--- src/rtl/bp_me_pkg.sv ---
// Shared definitions for the IO load arbiter and its tag FIFO.
package bp_me_pkg;

  localparam int io_arb_max_src_gp = 4;

  typedef logic [1:0] io_arb_src_id_t;

  // Round-robin successor of a source id, wrapping at num_src.
  function automatic io_arb_src_id_t io_arb_next_src(io_arb_src_id_t s, int num_src);
    if (int'(s) + 1 >= num_src) return '0;
    else return io_arb_src_id_t'(int'(s) + 1);
  endfunction

endpackage

--- src/rtl/bp_me_io_arb_tag_fifo.sv ---
// Tag FIFO: records which source owns each in-flight command, in issue order.
// Depth must be a power of two so the pointers wrap naturally.
module bp_me_io_arb_tag_fifo
  import bp_me_pkg::*;
#(
  parameter int depth_p = 8,
  localparam int ptr_w_lp = $clog2(depth_p),
  localparam int cnt_w_lp = $clog2(depth_p + 1)
) (
  input  logic                clk_i,
  input  logic                reset_n_i,
  input  logic                enq_v_i,
  input  io_arb_src_id_t      enq_data_i,
  input  logic                deq_v_i,
  output io_arb_src_id_t      deq_data_o,
  output logic                full_o,
  output logic                empty_o,
  output logic [cnt_w_lp-1:0] count_o
);

  io_arb_src_id_t      mem_q [depth_p];
  logic [ptr_w_lp-1:0] wr_ptr_q;
  logic [ptr_w_lp-1:0] rd_ptr_q;
  logic [cnt_w_lp-1:0] count_q;
  logic                enq;
  logic                deq;

  assign full_o     = (count_q == cnt_w_lp'(depth_p));
  assign empty_o    = (count_q == '0);
  assign count_o    = count_q;
  assign deq_data_o = mem_q[rd_ptr_q];
  assign enq        = enq_v_i & ~full_o;
  assign deq        = deq_v_i & ~empty_o;

  // Storage, pointers and occupancy; simultaneous enq/deq leaves count unchanged.
  always_ff @(posedge clk_i or negedge reset_n_i) begin
    if (!reset_n_i) begin
      for (int i = 0; i < depth_p; i++) mem_q[i] <= '0;
      wr_ptr_q <= '0;
      rd_ptr_q <= '0;
      count_q  <= '0;
    end else begin
      if (enq) begin
        mem_q[wr_ptr_q] <= enq_data_i;
        wr_ptr_q        <= wr_ptr_q + 1'b1;
      end
      if (deq) rd_ptr_q <= rd_ptr_q + 1'b1;
      case ({enq, deq})
        2'b10:   count_q <= count_q + 1'b1;
        2'b01:   count_q <= count_q - 1'b1;
        default: count_q <= count_q;
      endcase
    end
  end

endmodule

--- src/rtl/bp_me_io_load_arbiter.sv ---
// Merges N loader command streams onto one IO command channel with
// round-robin arbitration and a credit limit, and steers in-order responses
// back to the issuing loader via a tag FIFO.
// Optional feature macro: BP_IO_ARB_STATS_EN (per-source saturating issue counters).
module bp_me_io_load_arbiter
  import bp_me_pkg::*;
#(
  parameter int num_src_p         = 2,
  parameter int max_outstanding_p = 8,
  parameter int io_msg_w_p        = 64,
  localparam int cnt_w_lp         = $clog2(max_outstanding_p + 1)
) (
  input  logic                            clk_i,
  input  logic                            reset_n_i,
  input  logic [num_src_p*io_msg_w_p-1:0] src_cmd_i,
  input  logic [num_src_p-1:0]            src_cmd_v_i,
  output logic [num_src_p-1:0]            src_cmd_yumi_o,
  output logic [io_msg_w_p-1:0]           src_resp_o,
  output logic [num_src_p-1:0]            src_resp_v_o,
  input  logic [num_src_p-1:0]            src_resp_ready_i,
  output logic [io_msg_w_p-1:0]           io_cmd_o,
  output logic                            io_cmd_v_o,
  input  logic                            io_cmd_ready_i,
  input  logic [io_msg_w_p-1:0]           io_resp_i,
  input  logic                            io_resp_v_i,
  output logic                            io_resp_yumi_o,
  output logic [cnt_w_lp-1:0]             outstanding_o,
  output logic                            error_o,
  output logic [num_src_p*32-1:0]         issue_cnt_o
);

  io_arb_src_id_t rr_ptr_q;
  io_arb_src_id_t grant;
  io_arb_src_id_t owner;
  logic           fifo_full;
  logic           fifo_empty;
  logic           issue;
  logic           resp_v;
  logic           owner_ready;
  logic           error_q;

  // Round-robin pick: first valid source at or after the pointer.
  always_comb begin
    int  idx;
    logic found;
    idx   = 0;
    found = 1'b0;
    grant = '0;
    for (int i = 0; i < num_src_p; i++) begin
      idx = int'(rr_ptr_q) + i;
      if (idx >= num_src_p) idx = idx - num_src_p;
      if (!found && src_cmd_v_i[idx]) begin
        grant = io_arb_src_id_t'(idx);
        found = 1'b1;
      end
    end
  end

  // Combinational outputs are forced low while reset is asserted.
  assign io_cmd_v_o = reset_n_i & (|src_cmd_v_i) & ~fifo_full;
  assign issue      = io_cmd_v_o & io_cmd_ready_i;
  assign io_cmd_o   = reset_n_i ? src_cmd_i[int'(grant)*io_msg_w_p +: io_msg_w_p] : '0;
  assign resp_v     = reset_n_i & io_resp_v_i & ~fifo_empty;
  assign src_resp_o = reset_n_i ? io_resp_i : '0;

  // One-hot steering of yumi/resp-valid and selection of the owner's ready.
  always_comb begin
    src_cmd_yumi_o = '0;
    src_resp_v_o   = '0;
    owner_ready    = 1'b0;
    for (int s = 0; s < num_src_p; s++) begin
      src_cmd_yumi_o[s] = issue && (grant == io_arb_src_id_t'(s));
      src_resp_v_o[s]   = resp_v && (owner == io_arb_src_id_t'(s));
      if (owner == io_arb_src_id_t'(s)) owner_ready = src_resp_ready_i[s];
    end
  end

  assign io_resp_yumi_o = resp_v & owner_ready;
  assign error_o        = error_q;

  bp_me_io_arb_tag_fifo #(
    .depth_p(max_outstanding_p)
  ) tag_fifo (
    .clk_i     (clk_i),
    .reset_n_i (reset_n_i),
    .enq_v_i   (issue),
    .enq_data_i(grant),
    .deq_v_i   (io_resp_yumi_o),
    .deq_data_o(owner),
    .full_o    (fifo_full),
    .empty_o   (fifo_empty),
    .count_o   (outstanding_o)
  );

  // Pointer moves past the granted source only when a command issues.
  always_ff @(posedge clk_i or negedge reset_n_i) begin
    if (!reset_n_i) rr_ptr_q <= '0;
    else if (issue) rr_ptr_q <= io_arb_next_src(grant, num_src_p);
  end

  // Sticky flag for a response arriving with nothing outstanding.
  always_ff @(posedge clk_i or negedge reset_n_i) begin
    if (!reset_n_i) error_q <= 1'b0;
    else if (io_resp_v_i && fifo_empty) error_q <= 1'b1;
  end

`ifdef BP_IO_ARB_STATS_EN
  for (genvar s = 0; s < num_src_p; s++) begin : g_stats
    logic [31:0] cnt_q;
    // Saturating per-source issue counter.
    always_ff @(posedge clk_i or negedge reset_n_i) begin
      if (!reset_n_i) cnt_q <= '0;
      else if (src_cmd_yumi_o[s] && (cnt_q != '1)) cnt_q <= cnt_q + 32'd1;
    end
    assign issue_cnt_o[s*32 +: 32] = cnt_q;
  end
`else
  assign issue_cnt_o = '0;
`endif

endmodule
--- config.mk ---
export PLATFORM = sky130hd
export DESIGN_NAME = bp_me_io_load_arbiter
export DESIGN_NICKNAME = d
export VERILOG_FILES = /design/src/rtl/bp_me_pkg.sv /design/src/rtl/bp_me_io_arb_tag_fifo.sv /design/src/rtl/bp_me_io_load_arbiter.sv
export SDC_FILE = /design/constraint.sdc
export NUM_CORES = 1
export LEC_CHECK = 0
export BUFFER_PORTS_ARGS = -buffer_cell sky130_fd_sc_hd__buf_2
export CAP_MARGIN = 20
export CORE_AREA = 2 2 157 159
export CTS_BUF_LIST = sky130_fd_sc_hd__clkbuf_2
export CTS_CLUSTER_DIAMETER = 150
export DETAILED_ROUTE_END_ITERATION = 7
export DIE_AREA = 0 0 159 161
export PLACE_DENSITY_LB_ADDON = 0.15
export SYNTH_ARGS = -nofsm -noshare
export SYNTH_HDL_FRONTEND = slang
export SYNTH_SLANG_ARGS = --single-unit
--- constraint.sdc ---
create_clock -name clk_i -period 4 [get_ports clk_i]
set_input_delay 0.6 -clock clk_i [delete_from_list [all_inputs] [get_ports clk_i]]
set_output_delay 0.6 -clock clk_i [all_outputs]
set_load 0.05 [all_outputs]
==> out/results.txt, run 1 <==
Largest net degree at the start of global routing -> 94
Initial antenna violation count -> 1
Detailed Place HPWL -> 11,800 µm
Crit path setup slack, layout -> 0.873 ns
Area growth syn-to-layout -> 55.3%
Crit path arrival time -> 3.39 ns
Synth Register Bits -> 29
Die W -> 159 µm
Setup TNS -> 0 ns
Htree depth -> 2
Power Dens Cells -> 409 nW/µm²
Final Max Tran Viols -> 0
Most used cell, CP -> ha_1
Leading cell types by total area after synthesis -> dfrtp_1, nand2_1, buf_4
Worst Path Required -> 4.26 ns
Final ANT Viol Nets -> 0
Synth Flop Type -> dfrtp_1
Vias in the first global route -> 3,893
RSZ-0062 raised after global routing -> false
# rows -> 57
GR Util All Layers -> 10.2%
Max Fclk -> 320 MHz
Clk sink count -> 29
Pre-CTS setup slack -> 0.883 ns
PostCTS Resize Cnt -> 0
Ys Warns -> 0
Most numerous cell in the Yosys netlist -> nand2_1
Net count, final -> 1,000
Status -> finished, final reports clean
MaxCap Viol Count -> 0
Crit path max fanout -> 6
First-pass GRT wire length -> 21,300 µm
Seq/Total Area, Yosys -> 21.5%
Routability cong. -> 0.745
Syn Area/Cell -> 7.18 µm²
Placed instance area -> 5190 µm²
Clk_skew -> 0.0268 ns
Vias -> 4,097
Critical path's top delay family -> multiplexers
Post-CTS Setup Inserts -> 0
Area fraction of the dominant cell type after synthesis -> 21.5%
Tightest Pin Transition -> 0.993 ns
Worst Setup End Kind -> flop
Detailed Route WL -> 14,300 µm
Worst vdd ir -> 0.000196 V
Die height -> 161 µm
Final Total Pwr -> 2.15 mW
Clock tree from TritonCTS -> yes
GR Overflow Total -> 0
Critical Path Start -> tag_fifo.rd_ptr_q[0]$_DFFE_PN0P_
Vias per Instance -> 3.67
Crit-path max cell delay -> 0.65 ns
Worst path cell trace -> mux4_1 > mux2i_4 > mux2i_2 > nor2_4 > ha_1 > ha_1 > a21o_1 > a21oi_1 > xnor2_1 > nor2_1 > xor2_1
Final hold vios -> 0
Crit path launch type -> flop
RR Startpoint -> tag_fifo.rd_ptr_q[0]$_DFFE_PN0P_
Final Setup Violations -> 0
1st-pass router iterations -> 5
Buf+Inv Stages, Crit Path -> 0
Clock Latency Late Sink -> 0.37 ns
CTS buffer count -> 5
Leakage -> 3.04 nW
Input/output buffers -> 338
DR WL/cell -> 12.8 µm
Yosys top cell by area -> dfrtp_1
Crit path kind -> flop to flop
Hold_sp -> error_o$_DFFE_PN0P_
CP max stage cell -> mux4_1
Async SR Flop Fraction -> 100%
Final min period -> 3.13 ns
Tcrit/Tclk final -> 78.2%
Iter 0 DRT Violations -> 208
Number of synthesized flops with an enable pin -> 0
Final Core Density -> 21.9%
Deepest clock path buffer count -> 2
Mapped Cells -> 471
Worst Hold Class -> flop to flop
Design Area, Final -> 5250 µm²
Hold_buf cts -> 0
Fillcell total -> 2,770
Die area -> 25,600 µm²
DRC -> 0
Yosys cell types -> 41
Core ar. -> 24,000 µm²
IO Count -> 403
Worst slew margin -> 33.8%
Mapped Area -> 3380 µm²
Top post-synthesis cells by count -> nand2_1, a21oi_1, and2_1, buf_4
Clk pin slew, worst setup/hold paths -> 0.16 ns
Root Buffer -> clkbuf_2
Layout cell share with drive strength beyond 1 -> 47.8%
Initial core utilization -> 14.1%
## path summary, 6_finish.rpt
path	slack [ns]	to	cells after the start
max reg2reg	0.87	tag_fifo.count_o[3]$_DFFE_PN0P_	11
min in group asynchronous	0.50	tag_fifo.mem_q[1]$_DFFE_PN0P_	2
max	0.87	tag_fifo.count_o[3]$_DFFE_PN0P_	11
min reg2reg	0.49	error_o$_DFFE_PN0P_	1
min	0.49	error_o$_DFFE_PN0P_	1
max in group asynchronous	2.96	tag_fifo.mem_q[7]$_DFFE_PN0P_	2
## cells in the final DEF, fill, tap and decap left out, types with 5 or more instances in the layout
cell	count
mux2_1	5
conb_1	64
nand2_1	132
and2_1	64
clkbuf_2	5
buf_2	338
ha_1	8
dfrtp_1	29
a21oi_1	65
buf_4	6
inv_1	8
mux2_2	13
## cell families after synthesis
family	synth area share [%]
AND/OR/NAND/NOR	32.0
buffers and inverters	19.0
AO/OA/AOI/OAI	11.1
flip-flops	21.5
multiplexers	10.8
adder cells (fa/ha/maj)	3.55
XOR/XNOR	2.07
other	0.111
## power by group
| group | switching [mW] | total [mW] | leakage [nW] | internal (mW) |
|---|---|---|---|---|
| clock | 0.108 | 0.210 | 0.0388 | 0.102 |
| combinational | 0.978 | 1.41 | 2.63 | 0.436 |
| sequential | 0.125 | 0.524 | 0.369 | 0.398 |
| total | 1.21 | 2.15 | 3.04 | 0.936 |
## sequential cells by signal, indices dropped and copies added, names as in the netlist
name / flops
tag_fifo.mem_q: 16
tag_fifo.wr_ptr_q: 3
rr_ptr_q: 2
tag_fifo.count_o: 4
error_o: 1
tag_fifo.rd_ptr_q: 3
## metal layers
layer  part of all wire (%)  vias up  global-route usage [%]
li1                       -     2035                       -
met2                     52      230                    19.2
met3                    9.3        7                    2.54
met4                   0.57        0                    1.49
met5                      0        -                       0
met1                     39     1825                    11.9
## through the flow
stage	std cells	hold WS (ns)
5_1_grt	1115	0.479
4_1_cts	1115	0.473
6_report	1116	0.489
2_1_floorplan	534	0.304
3_5_place_dp	1108	0.461
3_3_place_gp	1108	0.475
## worst reg2reg max path: stages (launching register included)
cell,delay [ns]
dfrtp_1,0.55
mux4_1,0.65
mux2i_4,0.20
mux2i_2,0.36
nor2_4,0.07
ha_1,0.24
ha_1,0.27
a21o_1,0.17
a21oi_1,0.17
xnor2_1,0.13
nor2_1,0.06
xor2_1,0.14
## cell type report
class | count | area, µm² | share of cell area [%]
multi-input cells | 400 | 2260 | 43.1
repair buffers | 345 | 1760 | 33.5
flip-flops and latches | 29 | 726 | 13.8
well taps | 324 | 405 | 7.72
inverters | 10 | 37.5 | 0.715
clock inverters | 2 | 35.0 | 0.667
clock buffers | 5 | 25.0 | 0.477
diodes | 1 | 2.50 | 0.0477
Note: power is estimated with default switching activity, not from simulation.
==> run 2, diff against run 1 <==
==> constraint.sdc (replaced) <==
create_clock -name clk_i -period 2.8 [get_ports clk_i]
set_input_delay 0.42 -clock clk_i [delete_from_list [all_inputs] [get_ports clk_i]]
set_output_delay 0.42 -clock clk_i [all_outputs]
set_load 0.05 [all_outputs]
==> run 2 against run 1 <==
Compared with the run above:
- count of clock-buffer cells in the layout unchanged
- die area stayed put
- design area rose by 3.5%
- combinational power up 58%
- critical path type unchanged
==> out/results.txt, run 2 (synthesis gave the netlist of run 1 again) <==
Status -> finished, final reports clean (unchanged)
Max Fclk -> 367 MHz (was 320 MHz)
Critical Path Start -> tag_fifo.rd_ptr_q[0]$_DFFE_PN0P_ (unchanged)
Vias in the first global route -> 3,794 (was 3,893)
Initial antenna violation count -> 0 (was 1)
Deepest clock path buffer count -> 2 (unchanged)
Crit path max fanout -> 5 (was 6)
Routability cong. -> 0.727 (was 0.745)
Largest net degree at the start of global routing -> 69 (was 94)
Input/output buffers -> 338 (unchanged)
DR WL/cell -> 12.4 µm (was 12.8 µm)
Initial core utilization -> 14.1% (unchanged)
Tcrit/Tclk final -> 97.4% (was 78.2%)
Area growth syn-to-layout -> 60.7% (was 55.3%)
Power Dens Cells -> 592 nW/µm² (was 409 nW/µm²)
Final ANT Viol Nets -> 0 (unchanged)
GR Overflow Total -> 0 (unchanged)
Worst Hold Class -> input port to asynchronous set/reset pin (was flop to flop)
Clk sink count -> 29 (unchanged)
Largest Register -> tag_fifo.mem_q (unchanged)
Detailed Place HPWL -> 11,400 µm (was 11,800 µm)
Detailed Route WL -> 13,900 µm (was 14,300 µm)
Die area -> 25,600 µm² (unchanged)
Crit path launch type -> flop (unchanged)
First-pass GRT wire length -> 20,700 µm (was 21,300 µm)
Final Max Tran Viols -> 0 (unchanged)
Clock tree from TritonCTS -> yes (unchanged)
1st-pass router iterations -> 4 (was 5)
Placed instance area -> 5310 µm² (was 5190 µm²)
Design Area, Final -> 5440 µm² (was 5250 µm²)
Crit-path max cell delay -> 0.55 ns (was 0.65 ns)
CTS buffer count -> 5 (unchanged)
Commonest non-fill, non-tap cell in the layout -> buf_2 (unchanged)
Clk pin slew, worst setup/hold paths -> 0.18 ns (was 0.16 ns)
Iter 0 DRT Violations -> 111 (was 208)
Layout cell share with drive strength beyond 1 -> 49.9% (was 47.8%)
Crit path kind -> flop to flop (unchanged)
WHS -> 0.0604 ns (was 0.489 ns)
MaxCap Viol Count -> 0 (unchanged)
Core ar. -> 24,000 µm² (unchanged)
Diode count -> 0 (was 1)
Hold_buf cts -> 0 (unchanged)
Final hold vios -> 0 (unchanged)
Final Setup Violations -> 0 (unchanged)
GR Util All Layers -> 9.87% (was 10.2%)
Worst vdd ir -> 0.000236 V (was 0.000196 V)
IO Count -> 403 (unchanged)
Worst Setup End Kind -> flop (unchanged)
Largest register FFs -> 16 (unchanged)
Worst Path Required -> 3.06 ns (was 4.26 ns)
R2r worst-path depth -> 11 (unchanged)
Die height -> 161 µm (unchanged)
Htree depth -> 2 (unchanged)
Die W -> 159 µm (unchanged)
Final min period -> 2.73 ns (was 3.13 ns)
R2R setup slack -> 0.07 ns (was 0.87 ns)
RR Startpoint -> tag_fifo.rd_ptr_q[0]$_DFFE_PN0P_ (unchanged)
Setup TNS -> 0 ns (unchanged)
Vias -> 4,036 (was 4,097)
Root Buffer -> clkbuf_2 (unchanged)
Net count, final -> 1,011 (was 1,000)
DRC -> 0 (unchanged)
Reg2reg end -> tag_fifo.count_o[3]$_DFFE_PN0P_ (unchanged)
Vias per Instance -> 3.58 (was 3.67)
Worst path cell trace -> mux4_2 > mux2i_4 > mux2i_4 > nor2_4 > ha_4 > ha_4 > a21o_1 > a21oi_4 > xnor2_1 > nor2_1 > xor2_1 (was mux4_1 > mux2i_4 > mux2i_2 > nor2_4 > ha_1 > ha_1 > a21o_1 > a21oi_1 > xnor2_1 > nor2_1 > xor2_1)
Crit path capture -> tag_fifo.count_o[3]$_DFFE_PN0P_ (unchanged)
Leakage -> 3.07 nW (was 3.04 nW)
# rows -> 57 (unchanged)
Clock Latency Late Sink -> 0.37 ns (about the same)
RSZ-0062 raised after global routing -> true (was false)
CP max stage cell -> mux4_2 (was mux4_1)
Clk_skew -> 0.0159 ns (was 0.0268 ns)
Crit path arrival time -> 2.99 ns (was 3.39 ns)
Most frequent cells in the layout -> buf_2, nand2_1, a21oi_1, and2_1, conb_1 (unchanged)
run 2: cell count changes in the layout (fill, tap and decap cells not counted), sizes merged:
cell      previous run  this run
buf                345       356
clkinvlp             0         1
clkinv               1         2
bufinv               1         0
diode                1         0
run 2: critical path, delay by kind of cell (launching register included):
kind	cells	cell delay [ns]
muxes	3	1.08
xor gates and xnor gates	2	0.27
AOI/OAI and AO/OA	2	0.29
adders and majority gates	2	0.37
and+or+nand+nor	2	0.13
DFF	1	0.49
run 2: stage by stage:
stage               setup WS [ns]  util [%]  cells  power, mW
detailed placement         -0.122      22.2   1117       2.93
global route              -0.0846      22.7   1127       3.44
CTS                        0.0211      22.6   1126       3.24
floorplan                  0.0294         -    534       2.41
finish                     0.0727      22.7   1127       3.22
global placement          -0.0905      22.2   1117       2.94
run 2: cell type report:
cell class / count / area (µm²)
Clock buffer: 5 / 25.0
Clock inverter: 3 / 17.5
Fill cell: 2762 / 18500
Inverter: 10 / 37.5
Multi-Input combinational cell: 400 / 2330
Sequential cell: 29 / 727
Tap cell: 324 / 405
Timing Repair Buffer: 356 / 1890
run 2: how the worst min path moves through the flow:
stage                              startpoint                               end  slack (ns)  cells past startpoint
4_1_cts                             reset_n_i  tag_fifo.wr_ptr_q[2]$_DFFE_PN0P_        0.05                      2
3_5_place_dp              error_o$_DFFE_PN0P_               error_o$_DFFE_PN0P_        0.48                      1
2_1_floorplan                       reset_n_i               error_o$_DFFE_PN0P_        0.12                      0
6_report                            reset_n_i  tag_fifo.wr_ptr_q[2]$_DFFE_PN0P_        0.06                      2
5_1_grt                             reset_n_i     tag_fifo.mem_q[8]$_DFFE_PN0P_        0.06                      2
3_3_place_gp   tag_fifo.mem_q[11]$_DFFE_PN0P_    tag_fifo.mem_q[11]$_DFFE_PN0P_        0.48                      1
run 2: layer usage:
| layer | global-route usage [%] | wire length (µm) | share of wire [%] | vias to the layer above |
|---|---|---|---|---|
| met5 | 0 | 0 | 0 | - |
| met4 | 1.53 | 119 | 0.85 | 0 |
| met3 | 1.34 | 875 | 6.3 | 11 |
| met2 | 19.6 | 7530 | 54 | 192 |
| met1 | 11.3 | 5410 | 39 | 1786 |
| li1 | - | - | - | 2047 |
run 2: timing repair:
item | in CTS | in global routing
gates resized for setup | 11 | 4
pin swaps | 5 | 2
setup buffers | 1 | 1
endpoints found under the setup margin | 5 | 5
run 2: power breakdown:
part           internal, mW  leakage (nW)  switching (mW)
clock                0.0583        0.0287           0.164
combinational         0.770          2.67            1.46
sequential            0.570         0.368           0.192
==> run 3, diff against run 2 <==
--- a/config.mk
+++ b/config.mk
@@ -5,13 +5,14 @@
 export SDC_FILE = /design/constraint.sdc
 export NUM_CORES = 1
 export LEC_CHECK = 0
+export ABC_AREA = 1
 export BUFFER_PORTS_ARGS = -buffer_cell sky130_fd_sc_hd__buf_2
 export CAP_MARGIN = 20
-export CORE_AREA = 2 2 157 159
+export CORE_AREA = 2 2 155 157
 export CTS_BUF_LIST = sky130_fd_sc_hd__clkbuf_2
 export CTS_CLUSTER_DIAMETER = 150
 export DETAILED_ROUTE_END_ITERATION = 7
-export DIE_AREA = 0 0 159 161
+export DIE_AREA = 0 0 157 159
 export PLACE_DENSITY_LB_ADDON = 0.15
 export SYNTH_ARGS = -nofsm -noshare
 export SYNTH_HDL_FRONTEND = slang
==> run 3 against run 2 <==
Compared with the run above:
- power is 9.9% higher
- via count rose by 15%
- critical path depth is 5 lower
- critical path type is now input port to output port
- core utilization grew 0.98 points
- cell count rose by 13%
- synthesized cell count is 34% higher
==> out/results.txt, run 3 <==
IO Count -> 403 (unchanged)
Tcrit/Tclk final -> 95.7% (was 97.4%)
Setup TNS -> 0 ns (unchanged)
Area growth syn-to-layout -> 52.0% (was 60.7%)
Max Fclk -> 373 MHz (was 367 MHz)
CP max stage cell -> dlygate4sd3_1 (was mux4_2)
Worst path cell trace -> dlygate4sd3_1 > buf_4 > nand2_2 > buf_12 > nor3_1 > buf_2 (was mux4_2 > mux2i_4 > mux2i_4 > nor2_4 > ha_4 > ha_4 > a21o_1 > a21oi_4 > xnor2_1 > nor2_1 > xor2_1)
Worst slew margin -> 63.2%
RSZ-0062 raised after global routing -> false (was true)
Async SR Flop Fraction -> 100% (unchanged)
First-pass GRT wire length -> 23,600 µm (was 20,700 µm)
Final hold vios -> 0 (unchanged)
Critical Path Start -> reset_n_i (was tag_fifo.rd_ptr_q[0]$_DFFE_PN0P_)
Worst Path Required -> 2.38 ns (was 3.06 ns)
Mapped Area -> 3610 µm² (was 3380 µm²)
GR Overflow Total -> 0 (unchanged)
Worst Setup End Kind -> output port (was flop)
Crit path launch type -> input port (was flop)
Crit path kind -> input port to output port (was flop to flop)
Crit path max fanout -> 39 (was 5)
RR Startpoint -> tag_fifo.rd_ptr_q[0]$_DFFE_PN0P_ (unchanged)
Number of synthesized flops with an enable pin -> 0 (unchanged)
Vias in the first global route -> 4,230 (was 3,794)
Clk_skew -> 0.0190 ns (was 0.0159 ns)
Vias per Instance -> 3.64 (was 3.58)
Net count, final -> 1,168 (was 1,011)
Design Area, Final -> 5490 µm² (was 5440 µm²)
Yosys top cell by area -> dfrtp_1 (unchanged)
Most numerous cell in the Yosys netlist -> nor2_1 (was nand2_1)
Final Max Tran Viols -> 0 (unchanged)
Leakage -> 3.60 nW (was 3.07 nW)
Synth Flop Type -> dfrtp_1 (unchanged)
Initial antenna violation count -> 0 (unchanged)
Final min period -> 2.68 ns (was 2.73 ns)
Seq/Total Area, Yosys -> 20.1% (was 21.5%)
Status -> finished, final reports clean (unchanged)
R2R setup slack -> 0.41 ns (was 0.07 ns)
Routability cong. -> 0.786 (was 0.727)
Leading cell types by total area after synthesis -> dfrtp_1, nor2_1, buf_4 (was dfrtp_1, nand2_1, buf_4)
CTS buffer count -> 5 (unchanged)
Most frequent cells in the layout -> buf_2, nor2_1, nand2_1, inv_1, nor3_1 (was buf_2, nand2_1, a21oi_1, and2_1, conb_1)
Htree depth -> 2 (unchanged)
Tightest Pin Transition -> 0.552 ns
Die height -> 159 µm (was 161 µm)
DRC -> 0 (unchanged)
Yosys cell types -> 30 (was 41)
Power Dens Cells -> 644 nW/µm² (was 592 nW/µm²)
Clk sink count -> 29 (unchanged)
Clk pin slew, worst setup/hold paths -> 0.16 ns (was 0.18 ns)
Reg2reg end -> tag_fifo.count_o[3]$_DFFE_PN0P_ (unchanged)
Crit path capture -> io_cmd_o[34] (was tag_fifo.count_o[3]$_DFFE_PN0P_)
Worst Hold Class -> input port to flop (was input port to asynchronous set/reset pin)
Post-CTS Setup Inserts -> 0 (was 1)
Crit-path max cell delay -> 0.53 ns (was 0.55 ns)
Initial core utilization -> 15.6% (was 14.1%)
Critical path's top delay family -> buffers and inverters (was multiplexers)
Final ANT Viol Nets -> 0 (unchanged)
Input/output buffers -> 338 (unchanged)
Commonest non-fill, non-tap cell in the layout -> buf_2 (unchanged)
Iter 0 DRT Violations -> 233 (was 111)
Clock tree from TritonCTS -> yes (unchanged)
Die area -> 25,000 µm² (was 25,600 µm²)
Final Setup Violations -> 0 (unchanged)
Mapped Cells -> 632 (was 471)
Root Buffer -> clkbuf_2 (unchanged)
Layout cell share with drive strength beyond 1 -> 38.6% (was 49.9%)
Diode count -> 0 (unchanged)
Area fraction of the dominant cell type after synthesis -> 20.1% (was 21.5%)
Largest net degree at the start of global routing -> 76 (was 69)
Largest register FFs -> 16 (unchanged)
Syn Area/Cell -> 5.71 µm² (was 7.18 µm²)
Vias -> 4,658 (was 4,036)
Core ar. -> 23,200 µm² (was 24,000 µm²)
Detailed Route WL -> 16,100 µm (was 13,900 µm)
Top post-synthesis cells by count -> nor2_1, nand2_1, inv_1 (was nand2_1, a21oi_1, and2_1, buf_4)
Levels on crit path -> 6 (was 11)
MaxCap Viol Count -> 0 (unchanged)
1st-pass router iterations -> 4 (unchanged)
Placed instance area -> 5440 µm² (was 5310 µm²)
Die W -> 157 µm (was 159 µm)
R2r worst-path depth -> 16 (was 11)
Clock Latency Late Sink -> 0.37 ns (about the same)
Deepest clock path buffer count -> 2 (unchanged)
Largest Register -> tag_fifo.mem_q (unchanged)
# rows -> 56 (was 57)
WHS -> 0.260 ns (was 0.0604 ns)
Synth Register Bits -> 29 (unchanged)
Worst vdd ir -> 0.000407 V (was 0.000236 V)
Detailed Place HPWL -> 13,500 µm (was 11,400 µm)
DR WL/cell -> 12.6 µm (was 12.4 µm)
Buf+Inv Stages, Crit Path -> 4 (was 0)
Crit path arrival time -> 2.26 ns (was 2.99 ns)
GR Util All Layers -> 11.9% (was 9.87%)
Ys Warns -> 0 (unchanged)
run 3: routing by layer:
| metal | global-route usage, % | up-vias | wire length (µm) |
|---|---|---|---|
| met5 | 0 | - | 0 |
| met4 | 2.34 | 0 | 224 |
| met3 | 1.69 | 17 | 933 |
| met2 | 22.3 | 185 | 8300 |
| met1 | 14.4 | 2034 | 6680 |
| li1 | - | 2422 | - |
run 3: worst min path at each step:
stage,startpoint,endpoint,slack (ns),cells past startpoint
global placement,reset_n_i,tag_fifo.count_o[2]$_DFFE_PN0P_,0.25,1
finish,io_resp_v_i,error_o$_DFFE_PN0P_,0.26,2
CTS,io_resp_v_i,error_o$_DFFE_PN0P_,0.24,2
detailed placement,reset_n_i,tag_fifo.count_o[2]$_DFFE_PN0P_,0.25,1
global route,io_resp_v_i,error_o$_DFFE_PN0P_,0.23,2
floorplan,reset_n_i,error_o$_DFFE_PN0P_,0.12,0
run 3: what timing repair did:
item                                    in CTS  in global routing
resized for setup                            0                  2
endpoints found under the setup margin       0                 31
hold buffers                                 1                  0
hold endpoints to repair                     3                  0
run 3: area by class of cell:
| type | instances | area [µm²] |
|---|---|---|
| clock inverter | 1 | 3.75 |
| clock buffer | 6 | 30.0 |
| multi-input combinational | 470 | 2110 |
| tap | 319 | 399 |
| sequential | 29 | 727 |
| fill | 2700 | 17700 |
| timing repair buffer | 351 | 1840 |
| inverter | 102 | 385 |
run 3: report_power, final:
group,switching [mW],internal (mW),total [mW]
combinational,1.89,0.680,2.57
clock,0.158,0.0583,0.217
sequential,0.180,0.571,0.751
total,2.22,1.31,3.53
run 3: cell families (layout without fill, tap and decap cells):
family          after synthesis  in the layout  synth area share (%)
compound gates               26             26                  4.44
xor+xnor                      6              6                  1.46
fa+ha+maj                     9              9                  3.33
buf+inv                     196            460                  28.4
flops                        29             29                  20.1
other cells                   1             64                 0.104
simple gates                365            365                  42.2
run 3: through the flow:
step / utilization, % / cells / worst slack (ns) / total power [mW]
5_1_grt: 23.7 / 1278 / 0.0175 / 3.84
2_1_floorplan: - / 695 / 0.0820 / 2.76
4_1_cts: 23.6 / 1278 / 0.0278 / 3.57
6_report: 23.7 / 1278 / 0.121 / 3.53
3_3_place_gp: 23.5 / 1270 / 0.346 / 3.36
3_5_place_dp: 23.5 / 1270 / 0.309 / 3.35
